### config.mk
export PLATFORM = sky130hd
export DESIGN_NAME = split_fifo_module
export DESIGN_NICKNAME = d
export VERILOG_FILES = /design/src/rtl/split_fifo_module.sv
export SDC_FILE = /design/constraint.sdc
export NUM_CORES = 1
export LEC_CHECK = 0
export ABC_AREA = 1
export BUFFER_PORTS_ARGS = -buffer_cell sky130_fd_sc_hd__buf_4
export CORE_MARGIN = 8
export CORE_UTILIZATION = 60
export CTS_BUF_LIST = sky130_fd_sc_hd__clkbuf_2
export CTS_CLUSTER_SIZE = 16
export DETAILED_ROUTE_END_ITERATION = 12
export PLACE_DENSITY = 0.79
export SETUP_SLACK_MARGIN = 0.05
export SYNTH_ARGS = -nofsm -noshare
export SYNTH_HDL_FRONTEND = slang
export SYNTH_SLANG_ARGS = --single-unit
### constraint.sdc
create_clock -name clk -period 4.45 [get_ports clk]
set_clock_uncertainty 0.2 [all_clocks]
set_input_delay 0.2225 -clock clk [delete_from_list [all_inputs] [get_ports clk]]
set_output_delay 0.2225 -clock clk [all_outputs]
set_load 0.01 [all_outputs]
### src/rtl/split_fifo_module.sv
// Broadcast splitter: each accepted input token is copied into one FIFO per output channel.
// Optional macro SPLIT_TOKEN_COUNT_EN adds a 32-bit token_count port counting accepted pushes.
module split_fifo_module #(
  parameter int DATA_WIDTH  = 16,
  parameter int NUM_OUTPUTS = 2,
  parameter int FIFO_DEPTH  = 4
) (
  input  logic                              clk,
  input  logic                              reset,
  input  logic [DATA_WIDTH-1:0]             entry_data,
  input  logic                              entry_valid,
  output logic                              entry_ready,
  output logic [NUM_OUTPUTS*DATA_WIDTH-1:0] output_data,
  output logic [NUM_OUTPUTS-1:0]            output_valid,
  input  logic [NUM_OUTPUTS-1:0]            output_ready,
  output logic                              show_outputs
`ifdef SPLIT_TOKEN_COUNT_EN
  ,
  output logic [31:0]                       token_count
`endif
);

  localparam int PW = $clog2(FIFO_DEPTH);
  localparam int CW = PW + 1;

  logic [NUM_OUTPUTS-1:0] full;
  logic                   push;

  // Readiness looks only at registered counts, so a same-cycle pop never frees a full slot.
  assign entry_ready  = ~reset & ~(|full);
  assign push         = entry_valid & entry_ready;
  assign show_outputs = |output_valid;

  for (genvar k = 0; k < NUM_OUTPUTS; k++) begin : g_chan
    logic [DATA_WIDTH-1:0] mem [FIFO_DEPTH];
    logic [PW-1:0]         wr_ptr;
    logic [PW-1:0]         rd_ptr;
    logic [CW-1:0]         count;
    logic                  pop;

    assign pop             = output_valid[k] & output_ready[k];
    assign full[k]         = (count == CW'(FIFO_DEPTH));
    assign output_valid[k] = (count != '0);
    // Storage is never reset; masking on empty keeps stale contents invisible.
    assign output_data[k*DATA_WIDTH +: DATA_WIDTH] = output_valid[k] ? mem[rd_ptr] : '0;

    always_ff @(posedge clk) begin
      if (push) mem[wr_ptr] <= entry_data;
    end

    always_ff @(posedge clk or posedge reset) begin
      if (reset) begin
        wr_ptr <= '0;
        rd_ptr <= '0;
        count  <= '0;
      end else begin
        if (push) wr_ptr <= wr_ptr + PW'(1);
        if (pop)  rd_ptr <= rd_ptr + PW'(1);
        case ({push, pop})
          2'b10:   count <= count + CW'(1);
          2'b01:   count <= count - CW'(1);
          default: count <= count;
        endcase
      end
    end
  end

`ifdef SPLIT_TOKEN_COUNT_EN
  always_ff @(posedge clk or posedge reset) begin
    if (reset)     token_count <= '0;
    else if (push) token_count <= token_count + 32'd1;
  end
`endif

endmodule

==> out/qor.csv, run 1 <==
metric;value;unit
yosysWarnings;0;
multi_input_area;1440;µm²
initial_core_util;61.3;%
synth_seq_area_share;70.3;%
setup_viol;0;
antenna_found_initial;0;
route.detailed.drc;0;
final_common_cell;nor2_1;
post-route-period-util;74.4;%
synth-xor-area-share;0.587;%
status;completed;
cp-start-kind;input port;
grt_pass1_wl;19.6;mm
synth-simple-area-share;12.1;%
worstMarginPinSlew;1.32;ns
register_area;4190;µm²
io_pins;57;
hold_path_class;input port to flop;
cp-end-kind;flop;
viasPerCell;5.39;
first_iter_violations;353;
gp_congestion;0.827;
dr_total_vias;3846;
final_nets;602;
htreeDepth;4;
required;4.54;ns
cts_tree;yes;
final_cell_mix;145 x nor2_1, 128 x edfxtp_1, 63 x buf_4;
avgSynthCellArea;12.2;µm²
grt_max_degree;35;
leakagePower;2.58;nW
rsz0062_at_grt;false;
rows;36;
ys_types;25;
cts.reportedPaths.clkPinSlew;0.22;ns
synthAdderAreaFrac;2.77;%
wl;12.4;mm
synth-compound-area-share;8.56;%
crit_fanout;16;
max_freq;0.302;GHz
dieHeight;116;µm
fin_tns_setup;0;ns
place_ws;1.54;ns
drv_cap;0;
die_area;13400;µm²
die_w;116;µm
post_cts_buffers;0;
clkLatencyLatePin;0.65;ns
hold_violations;0;
relSlewSlack;11.7;%
cts_root_buf;clkbuf_2;
synth_top_family_by_area;simple AND/OR/NAND/NOR gates;
area_growth;16.0;%
overflow;0;
timing.final.max_slew_violations;0;
first_global_vias;4004;
period_needed;3.31;ns
instances_no_fill;714;
ys_ff_latch;142;
clock_path_buffers;2;
dr.pass1.iters;5;
drive_gt1_share;18.9;%
post-route-worst-setup-slack;1.14;ns
post-route-util;71.2;%
power_density;654;nW/µm²
synthCells;489;
setup.worst_path.class;input port to flop;
synth_mux_area_share;0;%
coreArea;9730;µm²
synth_area;5970;µm²
cts_made_buffers;17;
antenna_left;0;
dp.cells;662;
clock_sinks;142;
route.detailed.wl_per_inst;17.4;µm
fill_cells;685;
post-dp-hpwl;7.88;mm
port_buffers;56;
insertedDiodeCount;0;
syn_nets;522;
grt_usage;19.4;%
ir_drop;0.000426;V
cp.arrival;3.40;ns
cell usage after synthesis:
cell type	count	area share (%)
inv_2	4	0.25
nand2_4	1	0.19
nand2_1	19	1.2
nor2_2	1	0.10
nor2_1	145	9.1
ha_1	10	2.1
inv_1	21	1.3
nand4_1	4	0.42
or2_2	1	0.10
xor2_1	2	0.29
fa_1	2	0.67
xnor2_1	2	0.29
dfrtp_1	14	5.9
buf_8	1	0.25
o21ai_1	42	3.5
a21oi_1	34	2.9
nand3_2	2	0.34
inv_4	4	0.42
o21ai_0	26	2.2
buf_2	4	0.34
nand4_4	1	0.36
nand2_2	3	0.31
buf_4	5	0.63
buf_6	13	2.5
edfxtp_1	128	64
cell families after synthesis:
logic type               after synthesis
flip-flops                           142
XOR/XNOR                               4
AO/OA/AOI/OAI                        102
AND/OR/NAND/NOR                      177
buffers and inverters                 52
adder cells (fa/ha/maj)               12
where the power goes:
part	internal (mW)	total, mW	switching, mW
Combinational	0.727	1.78	1.06
Sequential	1.64	1.81	0.161
Clock	0.480	0.938	0.458
critical path, cell delays in order:
cell	delay, ns
dlygate4sd3_1	0.53
buf_4	0.14
dlygate4sd3_1	0.56
inv_1	0.49
nand4_4	0.35
nor2_1	1.08
worst paths after layout:
| check | endpoint | start | slack (ns) | cells past startpoint |
|---|---|---|---|---|
| max in group asynchronous | g_chan[1].rd_ptr[0] | reset | 3.06 | 4 |
| setup / recovery | g_chan[1].mem[3][7] | reset | 1.14 | 6 |
| hold / removal | g_chan[1].mem[1][4] | entry_data[4] | 0.13 | 2 |
| min in group asynchronous | g_chan[0].count[2] | reset | 0.58 | 4 |
| setup reg to reg | g_chan[1].mem[3][7] | g_chan[0].count[1] | 1.90 | 4 |
| hold reg to reg | g_chan[0].count[1] | g_chan[0].count[1] | 0.32 | 2 |
per-layer routing:
layer  vias up  track usage (%)  wire length, µm
met5         -                0                0
met4         0             6.40              209
met3        21             5.47              781
met2       137             33.1             6370
met1      1843             23.2             5060
li1       1845                -                -
state kept, by name, summed over array words and instances (netlist names):
signal and flops:
g_chan.rd_ptr 4, g_chan.wr_ptr 4, g_chan.count 6, g_chan.mem 128
metrics by stage:
stage	total power [mW]	area [µm²]	hold WS, ns
6_report	4.53	6920	0.130
5_1_grt	4.81	6920	0.0872
4_1_cts	4.55	6920	0.0907
3_5_place_dp	3.61	6390	0.164
3_3_place_gp	3.55	6390	0.130
2_1_floorplan	3.03	5970	-0.0583
layout make-up:
cell class,instances,share of cell area (%)
Clock buffer,17,1.23
Inverter,29,1.72
Sequential cell,142,60.6
Timing Repair Buffer,84,9.87
Tap cell,133,2.40
Multi-Input combinational cell,295,20.7
Clock inverter,14,3.47
repair_timing:
item,4_1_cts,5_1_grt
hold buffers,21,0
gates resized for setup,0,0
hold endpoints to repair,156,0
Power figures use the tool's default switching activity.
==> run 2, diff against run 1 <==
--- a/config.mk
+++ b/config.mk
@@ -5,7 +5,7 @@
 export SDC_FILE = /design/constraint.sdc
 export NUM_CORES = 1
 export LEC_CHECK = 0
-export ABC_AREA = 1
+export ABC_AREA = 0
 export BUFFER_PORTS_ARGS = -buffer_cell sky130_fd_sc_hd__buf_4
 export CORE_MARGIN = 8
 export CORE_UTILIZATION = 60
==> constraint.sdc (replaced) <==
create_clock -name clk -period 3.16 [get_ports clk]
set_clock_uncertainty 0.2 [all_clocks]
set_input_delay 0.158 -clock clk [delete_from_list [all_inputs] [get_ports clk]]
set_output_delay 0.158 -clock clk [all_outputs]
set_load 0.01 [all_outputs]
==> run 2 against run 1 <==
  * First-iteration DRC count fell by 32%
  * Via count decreased by 24%
  * Sequential share of layout area is 1.3 points lower
  * Routed wire length down 10%
  * Combinational power increased by 20%
  * Utilization is 2.9 points higher
  * Clock-buffer cell count increased by 1
==> out/qor.csv, run 2 <==
metric;value;unit;change
antenna_found_initial;0;;unchanged
hold_violations;0;;unchanged
ys_top_cells_by_count;128 x edfxtp_1, 40 x and2_1, 16 x mux4_1, 16 x mux4_2, 14 x dfrtp_1;;
synth-async-reset-ratio;9.86;%;unchanged
power;5.75;mW;+27%
combinationalPowerShare;37.0;%;-2.4 points
die_w;114;µm;-1.3%
synth_most_common_cell;edfxtp_1;;
rsz0062_at_grt;false;;
route.detailed.drc;0;;unchanged
ys_types;26;;+4.0%
first_iter_violations;241;;-32%
setup.worst_path.class;flop to primary output;;
area_growth;22.4;%;
cts_resized;0;;unchanged
power_density;812;nW/µm²;+24%
dr.pass1.iters;5;;unchanged
final_nets;435;;-28%
drive_gt1_share;29.6;%;+11 points
post-dp-hpwl;6.87;mm;-13%
fill_cells;569;;-17%
die_area;13000;µm²;-2.7%
post_cts_buffers;0;;unchanged
critPathSlowestCell;dfrtp_1;;
cts.reportedPaths.clkPinSlew;0.19;ns;-0.03 ns
final_cell_mix;128 x edfxtp_1, 71 x buf_4, 44 x dlygate4sd3_1;;
grt_max_degree;21;;-40%
htreeDepth;4;;unchanged
gp_congestion;0.727;;-12%
leakagePower;2.60;nW;+0.65%
synth_area;5780;µm²;-3.1%
synth_area_leaders;edfxtp_1 66%, mux4_1 7.3%, mux4_2 6.2%, dfrtp_1 6.1%, and2_1 4.3%;;
dieHeight;114;µm;-1.3%
overflow;0;;unchanged
synthCells;281;;-43%
first_global_vias;3087;;-23%
synth_seq_area_share;72.5;%;+2.3 points
antenna_left;0;;unchanged
clock_sinks;142;;unchanged
ir_drop;0.000606;V;+42%
initial_core_util;60.5;%;-0.78 points
status;completed;;
required;2.80;ns;-1.74 ns
relSlewSlack;48.1;%;+36 points
cpMostUsedCell;buf_4;;
p_sw_share;31.4;%;-5.6 points
dr_total_vias;2905;;-24%
cp-end-kind;primary output;;
largest_reg_flops;128;;unchanged
clockPowerShare;18.6;%;-2.1 points
post-route-period-util;87.2;%;
synth_edf_count;128;;unchanged
route.detailed.wl_per_inst;20.3;µm;+17%
clock_path_buffers;2;;unchanged
p_switching;1.81;mW;+7.8%
timing.final.max_slew_violations;0;;unchanged
synth_top_area_cell;edfxtp_1;;
p_int;3.94;mW;+38%
coreArea;9550;µm²;-1.9%
setup_viol;0;;unchanged
grt_usage;18.5;%;-0.84 points
cp-start-kind;flop;;
grt_pass1_wl;17.3;mm;-12%
regMostFlops;g_chan.mem;;
synth_top_area_share;66.5;%;+2.1 points
insertedDiodeCount;0;;unchanged
port_buffers;56;;unchanged
cts_made_buffers;17;;unchanged
clkLatencyLatePin;0.68;ns;+0.03 ns
cts_root_buf;clkbuf_2;;
wl;11.1;mm;-10%
viasPerCell;5.30;;-1.6%
cts_tree;yes;;
avgSynthCellArea;20.6;µm²;+69%
rows;36;;unchanged
crit_path_max_incr_delay;0.61;ns;-0.47 ns
final_common_cell;edfxtp_1;;
period_needed;2.76;ns;
yosysWarnings;0;;unchanged
drv_cap;0;;unchanged
worstMarginPinSlew;0.779;ns;-0.541 ns
cp.arrival;2.40;ns;-1.00 ns
hold_path_class;input port to flop;;
post-route-util;74.1;%;+2.9 points
synth_flop_cell;edfxtp_1;;
path_cells;buf_4, mux4_1, and2_1, buf_4;;
seqPwrFrac;44.4;%;+4.5 points
fin_tns_setup;0;ns;unchanged
ys_ff_latch;142;;unchanged
syn_nets;314;;-40%
top_regs;g_chan.mem (128), g_chan.count (6);;
io_pins;57;;unchanged
max_freq;0.363;GHz;
crit_fanout;7;;-9
## run 2: layout make-up
class / instances / area [µm²] / share of cell area [%]
Multi-Input combinational cell: 114 / 1440 / 20.3
Inverter: 12 / 45.0 / 0.637
Clock inverter: 14 / 170 / 2.41
Timing Repair Buffer: 115 / 973 / 13.8
Sequential cell: 142 / 4190 / 59.3
Clock buffer: 18 / 90.1 / 1.27
Tap cell: 133 / 166 / 2.35
## run 2: power groups by stage
stage | clock network [mW] | registers [mW] | logic (mW)
after floorplan | 0 | 2.46 | 1.43
after global placement | 0 | 2.58 | 2.04
after detailed placement | 0 | 2.60 | 2.10
after CTS | 1.09 | 2.55 | 2.16
after global routing | 1.17 | 2.58 | 2.29
final | 1.07 | 2.55 | 2.13
## run 2: kinds of logic (layout without fill, tap and decap cells)
logic type               Yosys count  count (layout)  synth area share [%]
XOR/XNOR                          12              12                  1.82
flip-flops                       142             142                  72.5
adder cells (fa/ha/maj)           12              12                  2.86
AND/OR/NAND/NOR                   52              52                  5.50
multiplexers                      36              36                  14.2
AO/OA/AOI/OAI                      2               2                 0.411
buffers and inverters             25             159                  2.64
## run 2: worst max-delay path, delay by kind of cell (launching register included)
family / cells / cell delay (ns)
flip-flops: 1 / 0.61
AND/OR/NAND/NOR: 1 / 0.17
multiplexers: 1 / 0.57
buffers and inverters: 2 / 0.39
## run 2: worst paths after layout
check / to / cells past startpoint / slack [ns] / startpoint
min in group asynchronous: g_chan[1].count[2] / 4 / 0.43 / reset
worst max-delay path: output_data[31] / 4 / 0.40 / g_chan[1].rd_ptr[0]
worst min-delay path: g_chan[1].mem[3][5] / 2 / 0.08 / entry_data[5]
max in group asynchronous: g_chan[0].rd_ptr[1] / 4 / 1.94 / reset
worst max register to register: g_chan[1].count[1] / 7 / 0.75 / g_chan[0].count[0]
worst min register to register: g_chan[0].count[0] / 1 / 0.34 / g_chan[0].count[0]
## run 2: through the flow
stage               setup slack (ns)  instances  cell area (µm²)  hold WS (ns)
CTS                            0.304        546             7050       0.00476
finish                         0.403        548             7070        0.0778
global placement               0.893        472             6370        0.0605
floorplan                       1.02        281             5780        -0.153
global route                   0.212        548             7070       0.00192
detailed placement             0.791        472             6370        0.0717
## run 2: timing repair
action | in CTS | in global routing
hold buffers | 42 | 2
hold endpoints to repair | 158 | 4
setup endpoints to repair | 0 | 0
## run 2: layer usage
metal | vias up | wire length (µm) | GRT usage (%) | share of wire, %
met5 | - | 0 | 0 | 0
met4 | 0 | 145 | 7.19 | 1.3
met3 | 12 | 761 | 6.12 | 6.8
met2 | 101 | 5800 | 29.3 | 52
met1 | 1452 | 4430 | 23.3 | 40
li1 | 1340 | - | - | -
==> run 3, diff against run 2 <==
==> constraint.sdc (replaced) <==
create_clock -name clk -period 3.6 [get_ports clk]
set_clock_uncertainty 0.2 [all_clocks]
set_input_delay 0.18 -clock clk [delete_from_list [all_inputs] [get_ports clk]]
set_output_delay 0.18 -clock clk [all_outputs]
set_load 0.01 [all_outputs]
==> run 3 against run 2 <==
  * Clock-buffer cell count fell by 1
  * Utilization fell by 3.5 points
  * Worst setup slack improved by 0.23 ns
  * Highest routed layer unchanged
==> out/qor.csv, run 3 (same netlist as run 2, synthesis figures left out) <==
metric;value;unit;change
status;completed;;
cp-end-kind;primary output;;
port_buffers;56;;unchanged
worstMarginPinSlew;0.867;ns;+0.0880 ns
largest_reg_flops;128;;unchanged
setup.worst_path.class;flop to primary output;;
htreeDepth;4;;unchanged
cts.reportedPaths.clkPinSlew;0.20;ns;about the same
cts_tree;yes;;
p_int;3.33;mW;-16%
p_sw_share;31.3;%;-0.064 points
antenna_found_initial;0;;unchanged
final_cell_mix;128 x edfxtp_1, 64 x buf_4, 40 x and2_1;;
dr_total_vias;2821;;-2.9%
antenna_left;0;;unchanged
max_freq;0.337;GHz;
coreArea;9550;µm²;unchanged
fin_tns_setup;0;ns;unchanged
crit_path_max_incr_delay;0.74;ns;+0.13 ns
die_area;13000;µm²;unchanged
register_area;4190;µm²;unchanged
use_met3;5.06;%;-1.1 points
place_area;6320;µm²;-0.82%
power_density;718;nW/µm²;-12%
busiest_layer;met2;;
met2_usage;28.6;%;-0.71 points
period_needed;2.96;ns;
overflow;0;;unchanged
cp.arrival;2.58;ns;+0.18 ns
cts_root_buf;clkbuf_2;;
finalInstanceArea;6740;µm²;-4.7%
hold_path_class;input port to flop;;
power;4.84;mW;-16%
place_ws;0.918;ns;+0.127 ns
relSlewSlack;42.2;%;-5.9 points
clock_sinks;142;;unchanged
wl;10.3;mm;-7.1%
crit_fanout;10;;+3
clock_path_buffers;2;;unchanged
dr.pass1.iters;4;;-1
rows;36;;unchanged
seqPwrFrac;46.9;%;+2.5 points
gp_congestion;0.757;;+4.1%
ir_drop;0.000321;V;-47%
timing.final.max_slew_violations;0;;unchanged
route.detailed.drc;0;;unchanged
grt_usage;17.3;%;-1.2 points
path_cells;buf_4, mux4_1, and2_1, buf_4;;
initial_core_util;60.5;%;unchanged
top_regs;g_chan.mem (128), g_chan.count (6);;
required;3.22;ns;+0.42 ns
viasPerCell;5.46;;+2.9%
final_common_cell;edfxtp_1;;
post-route-period-util;82.3;%;
dp.cells;465;;-1.5%
dieHeight;114;µm;unchanged
cpMostUsedCell;buf_4;;
r2r_cells;9;;+2
final_nets;405;;-6.9%
insertedDiodeCount;0;;unchanged
post-dp-hpwl;6.76;mm;-1.5%
holdPathStages;2;;unchanged
clockPowerShare;17.2;%;-1.4 points
setup_viol;0;;unchanged
io_pins;57;;unchanged
grt_max_degree;21;;unchanged
clkLatencyLatePin;0.66;ns;-0.02 ns
combinationalPowerShare;35.9;%;-1.1 points
hold_violations;0;;unchanged
regMostFlops;g_chan.mem;;
die_w;114;µm;unchanged
instances_no_fill;517;;-5.7%
cts_resized;0;;unchanged
drv_cap;0;;unchanged
rsz0062_at_grt;false;;
multi_input_area;1440;µm²;unchanged
fill_cells;614;;+7.9%
route.detailed.wl_per_inst;20.0;µm;-1.5%
area_growth;16.6;%;
gr-usage-met1;20.6;%;-2.7 points
first_global_vias;2937;;-4.9%
cp-start-kind;flop;;
cts_made_buffers;17;;unchanged
first_iter_violations;185;;-23%
drive_gt1_share;29.4;%;-0.21 points
p_switching;1.52;mW;-16%
critPathSlowestCell;dfrtp_1;;
leakagePower;2.46;nW;-5.3%
post-route-worst-setup-slack;0.636;ns;+0.233 ns
grt_pass1_wl;16.1;mm;-6.9%
-- run 3: cell types whose count changed in the layout (fill, tap and decap cells not counted), sizes merged --
cell and delta:
bufinv -1, clkinvlp -3, dlygate4sd3 -23, clkinv +4
buf -7, clkbuf -1
-- run 3: repair_timing --
action / in CTS / in global routing
setup endpoints to repair: 0 / 0
endpoints found under the hold margin: 156 / 0
buffers inserted: 0 / 0
hold buffers: 21 / 0
-- run 3: per-stage QoR --
step           hold slack [ns]  utilization, %
6_report                0.0776            70.6
5_1_grt                0.00945            70.6
4_1_cts                 0.0253            70.6
3_5_place_dp            0.0791            66.2
3_3_place_gp            0.0754            66.2
2_1_floorplan           -0.131               -
-- run 3: final timing paths --
| path | from | slack [ns] | to |
|---|---|---|---|
| max in group asynchronous | reset | 2.34 | g_chan[1].count[1] |
| min in group asynchronous | reset | 0.49 | g_chan[1].count[2] |
| worst max register to register | g_chan[0].count[0] | 0.89 | g_chan[0].count[2] |
| worst min register to register | g_chan[0].count[0] | 0.34 | g_chan[0].count[0] |
| worst max-delay path | g_chan[0].rd_ptr[0] | 0.64 | output_data[0] |
| worst min-delay path | entry_data[11] | 0.08 | g_chan[1].mem[1][11] |
-- run 3: area by class of cell --
type                       instances  area share (%)
clock buffer                      17            1.26
clock inverter                    14            1.89
inverter                          12           0.668
multi-input combinational        114            21.3
sequential                       142            62.2
tap                              133            2.47
timing repair buffer              85            10.2
-- run 3: power by group through the flow --
stage          clock network, mW  registers (mW)  logic [mW]
5_1_grt                    0.926            2.31        1.89
2_1_floorplan                  0            2.15        1.25
4_1_cts                    0.853            2.28        1.77
3_5_place_dp                   0            2.32        1.75
6_report                   0.832            2.27        1.74
3_3_place_gp                   0            2.30        1.71
-- run 3: metal layers --
layer / part of all wire (%) / vias to the layer above / routed length [µm]
met3: 3.6 / 14 / 376
li1: - / 1281 / -
met2: 53 / 58 / 5450
met5: 0 / - / 0
met1: 42 / 1468 / 4380
met4: 1.4 / 0 / 142
-- run 3: critical path: cells and delay by family (launching register included) --
kind | cells | cell delay [ns]
buf+inv | 2 | 0.46
mux | 1 | 0.56
flops | 1 | 0.74
simple gates | 1 | 0.17
